[src/rtl/wb_design_router.sv]
// Wishbone front-end: registers each request, routes it to the mux control regs or the selected design.
// Latency: target strobe 1 cycle after the request; upstream ack 1 cycle after target ack (unmapped: 1 cycle).
// Backpressure: one transaction at a time; a watchdog aborts unresponsive slaves with an error word.
module wb_design_router #(
    parameter int          NUM_DESIGNS    = 3,
    parameter int          TIMEOUT_CYCLES = 255,
    parameter logic [31:0] TIMEOUT_DATA   = 32'hDEADBEEF
) (
    input  logic                      wb_clk_i,
    input  logic                      wb_rst_i,
    input  logic [31:0]               wbs_adr_i,
    input  logic [31:0]               wbs_dat_i,
    input  logic [3:0]                wbs_sel_i,
    input  logic                      wbs_we_i,
    input  logic                      wbs_cyc_i,
    input  logic                      wbs_stb_i,
    output logic [31:0]               wbs_dat_o,
    output logic                      wbs_ack_o,
    input  logic [3:0]                design_select,
    output logic                      mux_cyc_o,
    output logic                      mux_stb_o,
    input  logic [31:0]               mux_dat_i,
    input  logic                      mux_ack_i,
    output logic [31:0]               fwd_adr_o,
    output logic [31:0]               fwd_dat_o,
    output logic [3:0]                fwd_sel_o,
    output logic                      fwd_we_o,
    output logic [NUM_DESIGNS-1:0]    dsn_cyc_o,
    output logic [NUM_DESIGNS-1:0]    dsn_stb_o,
    input  logic [32*NUM_DESIGNS-1:0] dsn_dat_i,
    input  logic [NUM_DESIGNS-1:0]    dsn_ack_i,
    output logic [7:0]                timeout_count,
    output logic                      err_o
);

    localparam int WDW = $clog2(TIMEOUT_CYCLES + 1);

    typedef enum logic [1:0] {S_IDLE, S_FWD, S_RESP, S_DROP} state_t;

    state_t                  state_q, state_d;
    logic [31:0]             fwd_adr_q, fwd_adr_d;
    logic [31:0]             fwd_dat_q, fwd_dat_d;
    logic [3:0]              fwd_sel_q, fwd_sel_d;
    logic                    fwd_we_q, fwd_we_d;
    logic                    mux_stb_q, mux_stb_d;
    logic [NUM_DESIGNS-1:0]  dsn_stb_q, dsn_stb_d;
    logic [WDW-1:0]          wd_q, wd_d;
    logic [7:0]              tmo_q, tmo_d;
    logic [31:0]             dat_q, dat_d;
    logic                    ack_q, ack_d;
    logic                    err_q, err_d;

    logic [NUM_DESIGNS-1:0]  dsn_hit;
    logic                    tgt_ack;
    logic [31:0]             tgt_dat;

    // One-hot decode of design_select (values 1..NUM_DESIGNS) to a design port.
    always_comb begin
        dsn_hit = '0;
        for (int i = 0; i < NUM_DESIGNS; i++) begin
            dsn_hit[i] = (design_select == 4'(i + 1));
        end
    end

    // The active strobe identifies the latched target, so only its ack/data pass through.
    always_comb begin
        tgt_ack = mux_stb_q & mux_ack_i;
        tgt_dat = mux_stb_q ? mux_dat_i : 32'h0;
        for (int i = 0; i < NUM_DESIGNS; i++) begin
            if (dsn_stb_q[i]) begin
                tgt_ack = tgt_ack | dsn_ack_i[i];
                tgt_dat = tgt_dat | dsn_dat_i[32*i +: 32];
            end
        end
    end

    // Next-state and output logic for the request/forward/response sequence.
    always_comb begin
        state_d   = state_q;
        fwd_adr_d = fwd_adr_q;
        fwd_dat_d = fwd_dat_q;
        fwd_sel_d = fwd_sel_q;
        fwd_we_d  = fwd_we_q;
        mux_stb_d = mux_stb_q;
        dsn_stb_d = dsn_stb_q;
        wd_d      = wd_q;
        tmo_d     = tmo_q;
        dat_d     = dat_q;
        ack_d     = 1'b0;
        err_d     = 1'b0;
        case (state_q)
            S_IDLE: begin
                if (wbs_cyc_i && wbs_stb_i) begin
                    fwd_adr_d = wbs_adr_i;
                    fwd_dat_d = wbs_dat_i;
                    fwd_sel_d = wbs_sel_i;
                    fwd_we_d  = wbs_we_i;
                    wd_d      = '0;
                    if (wbs_adr_i[20]) begin
                        mux_stb_d = 1'b1;
                        state_d   = S_FWD;
                    end else if (|dsn_hit) begin
                        dsn_stb_d = dsn_hit;
                        state_d   = S_FWD;
                    end else begin
                        dat_d   = 32'hFFFF_FFFF;
                        err_d   = 1'b1;
                        ack_d   = 1'b1;
                        state_d = S_RESP;
                    end
                end
            end
            S_FWD: begin
                if (!wbs_cyc_i) begin
                    // Master abandoned the cycle: release the slave silently.
                    mux_stb_d = 1'b0;
                    dsn_stb_d = '0;
                    state_d   = S_IDLE;
                end else if (tgt_ack) begin
                    // An ack on the final watchdog cycle still wins over the timeout.
                    dat_d     = tgt_dat;
                    mux_stb_d = 1'b0;
                    dsn_stb_d = '0;
                    ack_d     = 1'b1;
                    state_d   = S_RESP;
                end else if (wd_q == WDW'(TIMEOUT_CYCLES - 1)) begin
                    dat_d     = TIMEOUT_DATA;
                    mux_stb_d = 1'b0;
                    dsn_stb_d = '0;
                    err_d     = 1'b1;
                    ack_d     = 1'b1;
                    if (tmo_q != 8'hFF) begin
                        tmo_d = tmo_q + 8'd1;
                    end
                    state_d   = S_RESP;
                end else begin
                    wd_d = wd_q + 1'b1;
                end
            end
            S_RESP: begin
                state_d = S_DROP;
            end
            S_DROP: begin
                // Hold off until the master releases the strobe so it is not seen twice.
                if (!(wbs_cyc_i && wbs_stb_i)) begin
                    state_d = S_IDLE;
                end
            end
            default: begin
                state_d = S_IDLE;
            end
        endcase
    end

    // State and datapath registers with synchronous reset.
    always_ff @(posedge wb_clk_i) begin
        if (wb_rst_i) begin
            state_q   <= S_IDLE;
            fwd_adr_q <= '0;
            fwd_dat_q <= '0;
            fwd_sel_q <= '0;
            fwd_we_q  <= 1'b0;
            mux_stb_q <= 1'b0;
            dsn_stb_q <= '0;
            wd_q      <= '0;
            tmo_q     <= '0;
            dat_q     <= '0;
            ack_q     <= 1'b0;
            err_q     <= 1'b0;
        end else begin
            state_q   <= state_d;
            fwd_adr_q <= fwd_adr_d;
            fwd_dat_q <= fwd_dat_d;
            fwd_sel_q <= fwd_sel_d;
            fwd_we_q  <= fwd_we_d;
            mux_stb_q <= mux_stb_d;
            dsn_stb_q <= dsn_stb_d;
            wd_q      <= wd_d;
            tmo_q     <= tmo_d;
            dat_q     <= dat_d;
            ack_q     <= ack_d;
            err_q     <= err_d;
        end
    end

    assign wbs_dat_o     = dat_q;
    assign wbs_ack_o     = ack_q;
    assign mux_cyc_o     = mux_stb_q;
    assign mux_stb_o     = mux_stb_q;
    assign dsn_cyc_o     = dsn_stb_q;
    assign dsn_stb_o     = dsn_stb_q;
    assign fwd_adr_o     = fwd_adr_q;
    assign fwd_dat_o     = fwd_dat_q;
    assign fwd_sel_o     = fwd_sel_q;
    assign fwd_we_o      = fwd_we_q;
    assign timeout_count = tmo_q;
    assign err_o         = err_q;

endmodule

[config.mk]
export PLATFORM = sky130hd
export DESIGN_NAME = wb_design_router
export DESIGN_NICKNAME = d
export VERILOG_FILES = /design/src/rtl/wb_design_router.sv
export SDC_FILE = /design/constraint.sdc
export NUM_CORES = 1
export LEC_CHECK = 0
export CAP_MARGIN = 10
export CORE_MARGIN = 5
export CORE_UTILIZATION = 35
export CTS_BUF_LIST = sky130_fd_sc_hd__clkbuf_8
export CTS_CLUSTER_DIAMETER = 100
export CTS_CLUSTER_SIZE = 8
export DETAILED_ROUTE_END_ITERATION = 8
export PLACE_DENSITY = 0.85
export SETUP_SLACK_MARGIN = 0.4
export SYNTH_ARGS = -nofsm -noshare
export SYNTH_HDL_FRONTEND = slang
export SYNTH_SLANG_ARGS = --single-unit
[constraint.sdc]
create_clock -name wb_clk_i -period 2.15 [get_ports wb_clk_i]
set_input_delay 0.645 -clock wb_clk_i [delete_from_list [all_inputs] [get_ports wb_clk_i]]
set_output_delay 0.645 -clock wb_clk_i [all_outputs]
set_load 0.02 [all_outputs]
==> out/qor_table.md <==
| Step | Result | Reported |
|---|---|---|
| global routing | Vias in the first global route | 6218 |
| route | Remaining antenna violation count after routing | 0 |
| critical path | Critical Path AT | 2110 ps |
| clock network | Clock buffer count from CTS | 17 |
| sta | Worst setup skew after layout | 8.06 ps |
| global routing | Global-route wire length before repair | 33700 um |
| synthesis | Synth area leader | dfxtp_1 |
| critical path | Beginning of the worst register-to-register path | wd_q[0] |
| critical path | Kind of critical path | primary input to register |
| placed design | HPWL after detailed placement | 15800 um |
| placed design | Post-place instance area | 0.00929 mm2 |
| power and ir drop | Internal power | 0.00410 W |
| global routing | Antenna violations before repair | 0 |
| clock network | Max H-tree Level | 4 |
| placed design | Count of input and output buffers | 327 |
| synthesis | Syn_nets | 880 |
| layout | Synth-to-Final Area Change | 78.2% |
| power and ir drop | Net Sw Frac | 0.280 |
| critical path | Critical path required time | 2460 ps |
| global routing | Gr usage total | 0.232 |
| clock network | Largest buffer count on any clock path | 2 |
| critical path | Worst reg2reg path depth | 8 |
| sta | Final slew viol count | 0 |
| layout | Diodes inserted | 0 |
| synthesis | Sequential-to-total area share from yosys stat | 0.450 |
| clock network | CTS Root Buffer Type | clkbuf_8 |
| synthesis | Cell count after synthesis | 668 |
| critical path | Timing endpoint of the critical path | timeout_count[2] |
| floorplan | # IOs | 328 |
| floorplan | Vertical die dimension | 136 um |
| power and ir drop | Fraction of power consumed by the clock network | 0.347 |
| route | Wire length per cell after detailed routing | 18.6 um |
| critical path | Max Fanout on Critical Path | 6 |
| job | Max-Cap Viols | 0 |
| critical path | Buffering stage count on the worst path with inverters included | 2 |
| sta | Top achievable clock speed | 555 MHz |
| layout | Area used by sequential logic in the layout | 0.00254 mm2 |
| layout | Post-route insts no fill | 1254 |
| route | Total number of vias | 6540 |
| sta | Post-route clock period utilization | 0.838 |
| route | 1st-pass router iterations | 4 |
| layout | Layout Cell Area excl Fill | 0.00990 mm2 |
| route | Detailed Route WL | 23400 um |
| worst hold path | Hold crit path type | register to register |
| synthesis | Share of the synthesized area in the top cell type | 0.450 |
| floorplan | X dimension of the die | 136 um |
| placed design | Number of placed instances with taps included | 1198 |
| layout | Count of fill cells added during filler insertion | 1371 |
| global routing | Met1 usage | 0.285 |
| sta | Max-slew headroom at the worst pin | 0.659 |
| synthesis | Top post-synthesis cells by area | dfxtp_1, nand2_1, a22oi_1 |
| power and ir drop | Flop pwr share | 0.436 |
| power and ir drop | VDD IR max | 0.440 mV |
| synthesis | Distinct cell type count after synthesis | 46 |
| power and ir drop | Net switching power | 0.00159 W |
| sta | Final-report hold violation count | 0 |
| global routing | Most congested layer reported by global routing | met2 |
| clock network | Clock tree from TritonCTS | yes |
| power and ir drop | Pwr Density | 576 mW/mm2 |
| floorplan | Starting density of the core | 0.354 |
| clock network | Hold buffers post-CTS | 0 |
| critical path | Largest delay contributor family on the critical path | simple AND/OR/NAND/NOR gates |
| critical path | Crit. path cell count | 7 |
| critical path | Crit path max-delay cell type | nor4_1 |
| layout | Nets | 1237 |
| synthesis | Area of the mapped netlist | 0.00556 mm2 |
| clock network | Number of sinks driven by the clock tree | 125 |
| sta | Post-layout minimum cycle time | 1800 ps |
| placed design | Weighted congestion at the end of routability-driven global placement | 0.879 |
| layout | Layout cells sized above 1 | 0.298 |
| global routing | Pin count of the biggest net entering global routing | 60 |
| global routing | GR Util met3 | 0.0592 |
| synthesis | Yosys warning count | 0 |
| critical path | Critical path startpoint | mux_ack_i |
| floorplan | Die area | 0.0185 mm2 |
| synthesis | Count of flip-flops with a built-in enable after synthesis | 0 |
| power and ir drop | Leakage component of the power | 3.74 nW |
| synthesis | Dominant register cell in the synthesized netlist | dfxtp_1 |
| route | Violation count after the first detailed-routing iteration | 354 |
| critical path | Largest stage delay, worst path | 390 ps |
| power and ir drop | Sum of internal, switching and leakage power | 0.00570 W |
| sta | RSZ-0062 raised after global routing | yes |
| route | Vias per std cell | 5.22 |
| route | Detailed-route DRC error count | 0 |
| synthesis | Share of async-settable or async-resettable flops after synthesis | 0 |
| floorplan | Total number of placement rows | 46 |
| sta | Final-report setup violation count | 0 |
| global routing | Met2 global-route usage | 0.400 |
| synthesis | Number of synthesized register bits | 125 |
| critical path | Internal reg-to-reg setup slack | 410 ps |
| critical path | Chain of cells forming the critical path | dlygate4sd2_1 -> a22oi_2 -> nand2_2 -> buf_4 -> nor4_1 -> xnor2_1 -> nor2_1 |
| floorplan | Floorplan Core Area | 0.0157 mm2 |
| synthesis | Mean instance size in the synthesized netlist | 8.32 um2 |
| critical path | Worst reg2reg path endpoint | timeout_count[5] |
| critical path | Startpoint type of the worst setup path | primary input |
| power and ir drop | Logic gate share of total power | 0.217 |
| sta | Setup TNS | 0 ps |
| clock network | Insertion delay to the later sink of the worst-skew pair | 420 ps |
| clock network | Clock transition at the registers of the reported paths | 70 ps |
| critical path | Type of destination of the critical path | register |
| status | Result of the run | finished, final reports clean |
| layout | Total area of multi-input combinational cells | 0.00302 mm2 |
| sta | Pin slew with the least headroom to its limit | 509 ps |
| global routing | Overflow after GRT | 0 |
[worst min-delay path: cells and delay by family, from the launching register on]
family,cells,cell delay [ps]
compound gates,1,50
simple gates,1,50
flops,1,310
[sequential cells by signal, indices dropped and copies added, names as in the netlist]
name           cells
wbs_ack_o          1
state_q            2
fwd_sel_o          4
timeout_count      8
err_o              1
wd_q               8
fwd_dat_o         32
mux_cyc_o          1
wbs_dat_o         32
fwd_adr_o         32
fwd_we_o           1
dsn_cyc_o          3
[layer usage]
metal | share of wire | wire length (um) | up-vias
li1 | - | - | 3127
met1 | 0.40 | 9410 | 3095
met2 | 0.50 | 11700 | 271
met3 | 0.067 | 1570 | 47
met4 | 0.027 | 628 | 0
met5 | 0 | 0 | -
[per-stage QoR]
| step | setup WS [ps] | util | hold WS, ps |
|---|---|---|---|
| after global routing | 325 | 0.630 | 478 |
| final | 348 | 0.630 | 454 |
| after CTS | 338 | 0.634 | 457 |
| after detailed placement | -284 | 0.591 | 446 |
| after floorplan | 361 | - | 466 |
| after global placement | -254 | 0.591 | 441 |
[area by class of cell]
class / count / share of cell area
well taps: 216 / 0.0273
repair buffers: 400 / 0.371
clock buffers: 21 / 0.0292
inverters: 6 / 0.00253
clock inverters: 11 / 0.00923
multi-input cells: 475 / 0.305
flip-flops and latches: 125 / 0.257
[power by group through the flow]
| stage | registers, W | clock network (W) | logic, W |
|---|---|---|---|
| 2_1_floorplan | 0.00266 | 0 | 0.000355 |
| 3_3_place_gp | 0.00254 | 0 | 0.00122 |
| 3_5_place_dp | 0.00254 | 0 | 0.00124 |
| 4_1_cts | 0.00249 | 0.00202 | 0.00125 |
| 5_1_grt | 0.00250 | 0.00214 | 0.00132 |
| 6_report | 0.00249 | 0.00197 | 0.00124 |
[layout by cell type, fill, tap and decap left out, types with 3 or more instances in the layout]
| master | instances |
|---|---|
| a311oi_1 | 3 |
| nand2_1 | 157 |
| nand2b_1 | 3 |
| dfxtp_2 | 6 |
| inv_1 | 4 |
| clkdlybuf4s50_1 | 198 |
| nor3_1 | 25 |
| a21oi_1 | 84 |
| dfxtp_1 | 111 |
| nand4_1 | 3 |
| nor3_4 | 5 |
| a311oi_2 | 21 |
| dlygate4sd2_1 | 9 |
| clkinvlp_4 | 3 |
| buf_2 | 43 |
| buf_12 | 9 |
| nor4_1 | 3 |
| a211oi_1 | 7 |
| o21ai_0 | 6 |
| nand3_1 | 8 |
| buf_16 | 4 |
| or3_1 | 3 |
| clkdlybuf4s15_2 | 28 |
| a22oi_1 | 64 |
| clkbuf_2 | 46 |
| nand2_2 | 3 |
| nor3_2 | 11 |
| clkbuf_8 | 21 |
| buf_4 | 54 |
| xnor2_1 | 6 |
| buf_6 | 4 |
| nor2_1 | 14 |
| clkinv_2 | 6 |
| dfxtp_4 | 8 |
| mux2i_1 | 4 |
| clkbuf_16 | 4 |
[cells by family after synthesis]
kind of cell,after synthesis,share of synthesized area
compound gates,205,0.266
xor+xnor,6,0.00946
fa+ha+maj,3,0.00676
buf+inv,68,0.0570
flops,125,0.450
mux,4,0.00721
simple gates,257,0.203
[worst min-delay path by stage]
stage,start,to,depth (start not counted)
after floorplan,wd_q[4],wd_q[4],2
after global placement,fwd_adr_o[5],fwd_adr_o[5],2
after detailed placement,fwd_adr_o[25],fwd_adr_o[25],2
after CTS,fwd_adr_o[18],fwd_adr_o[18],2
after global routing,fwd_adr_o[14],fwd_adr_o[14],2
final,fwd_adr_o[5],fwd_adr_o[5],2
[cell usage after synthesis, types with 3 or more instances]
library cell,number
a21oi_1,87
o21ai_0,6
ha_1,3
a311oi_1,3
buf_4,8
nand3_1,9
nor4_1,6
nor3_1,41
nand2b_1,3
a211oi_1,9
xnor2_1,6
nand2_1,160
nand4_1,3
dfxtp_1,125
mux2i_1,4
or3_1,4
a22oi_1,66
inv_1,6
clkbuf_1,44
a311oi_2,21
buf_2,7
nor2_1,16
buf_6,3
[repair_timing]
item,4_1_cts,5_1_grt
gates cloned,4,5
resized for setup,392,110
setup buffers,4,11
pin swaps,8,15
setup endpoints to repair,242,125
Power figures use the tool's default switching activity.
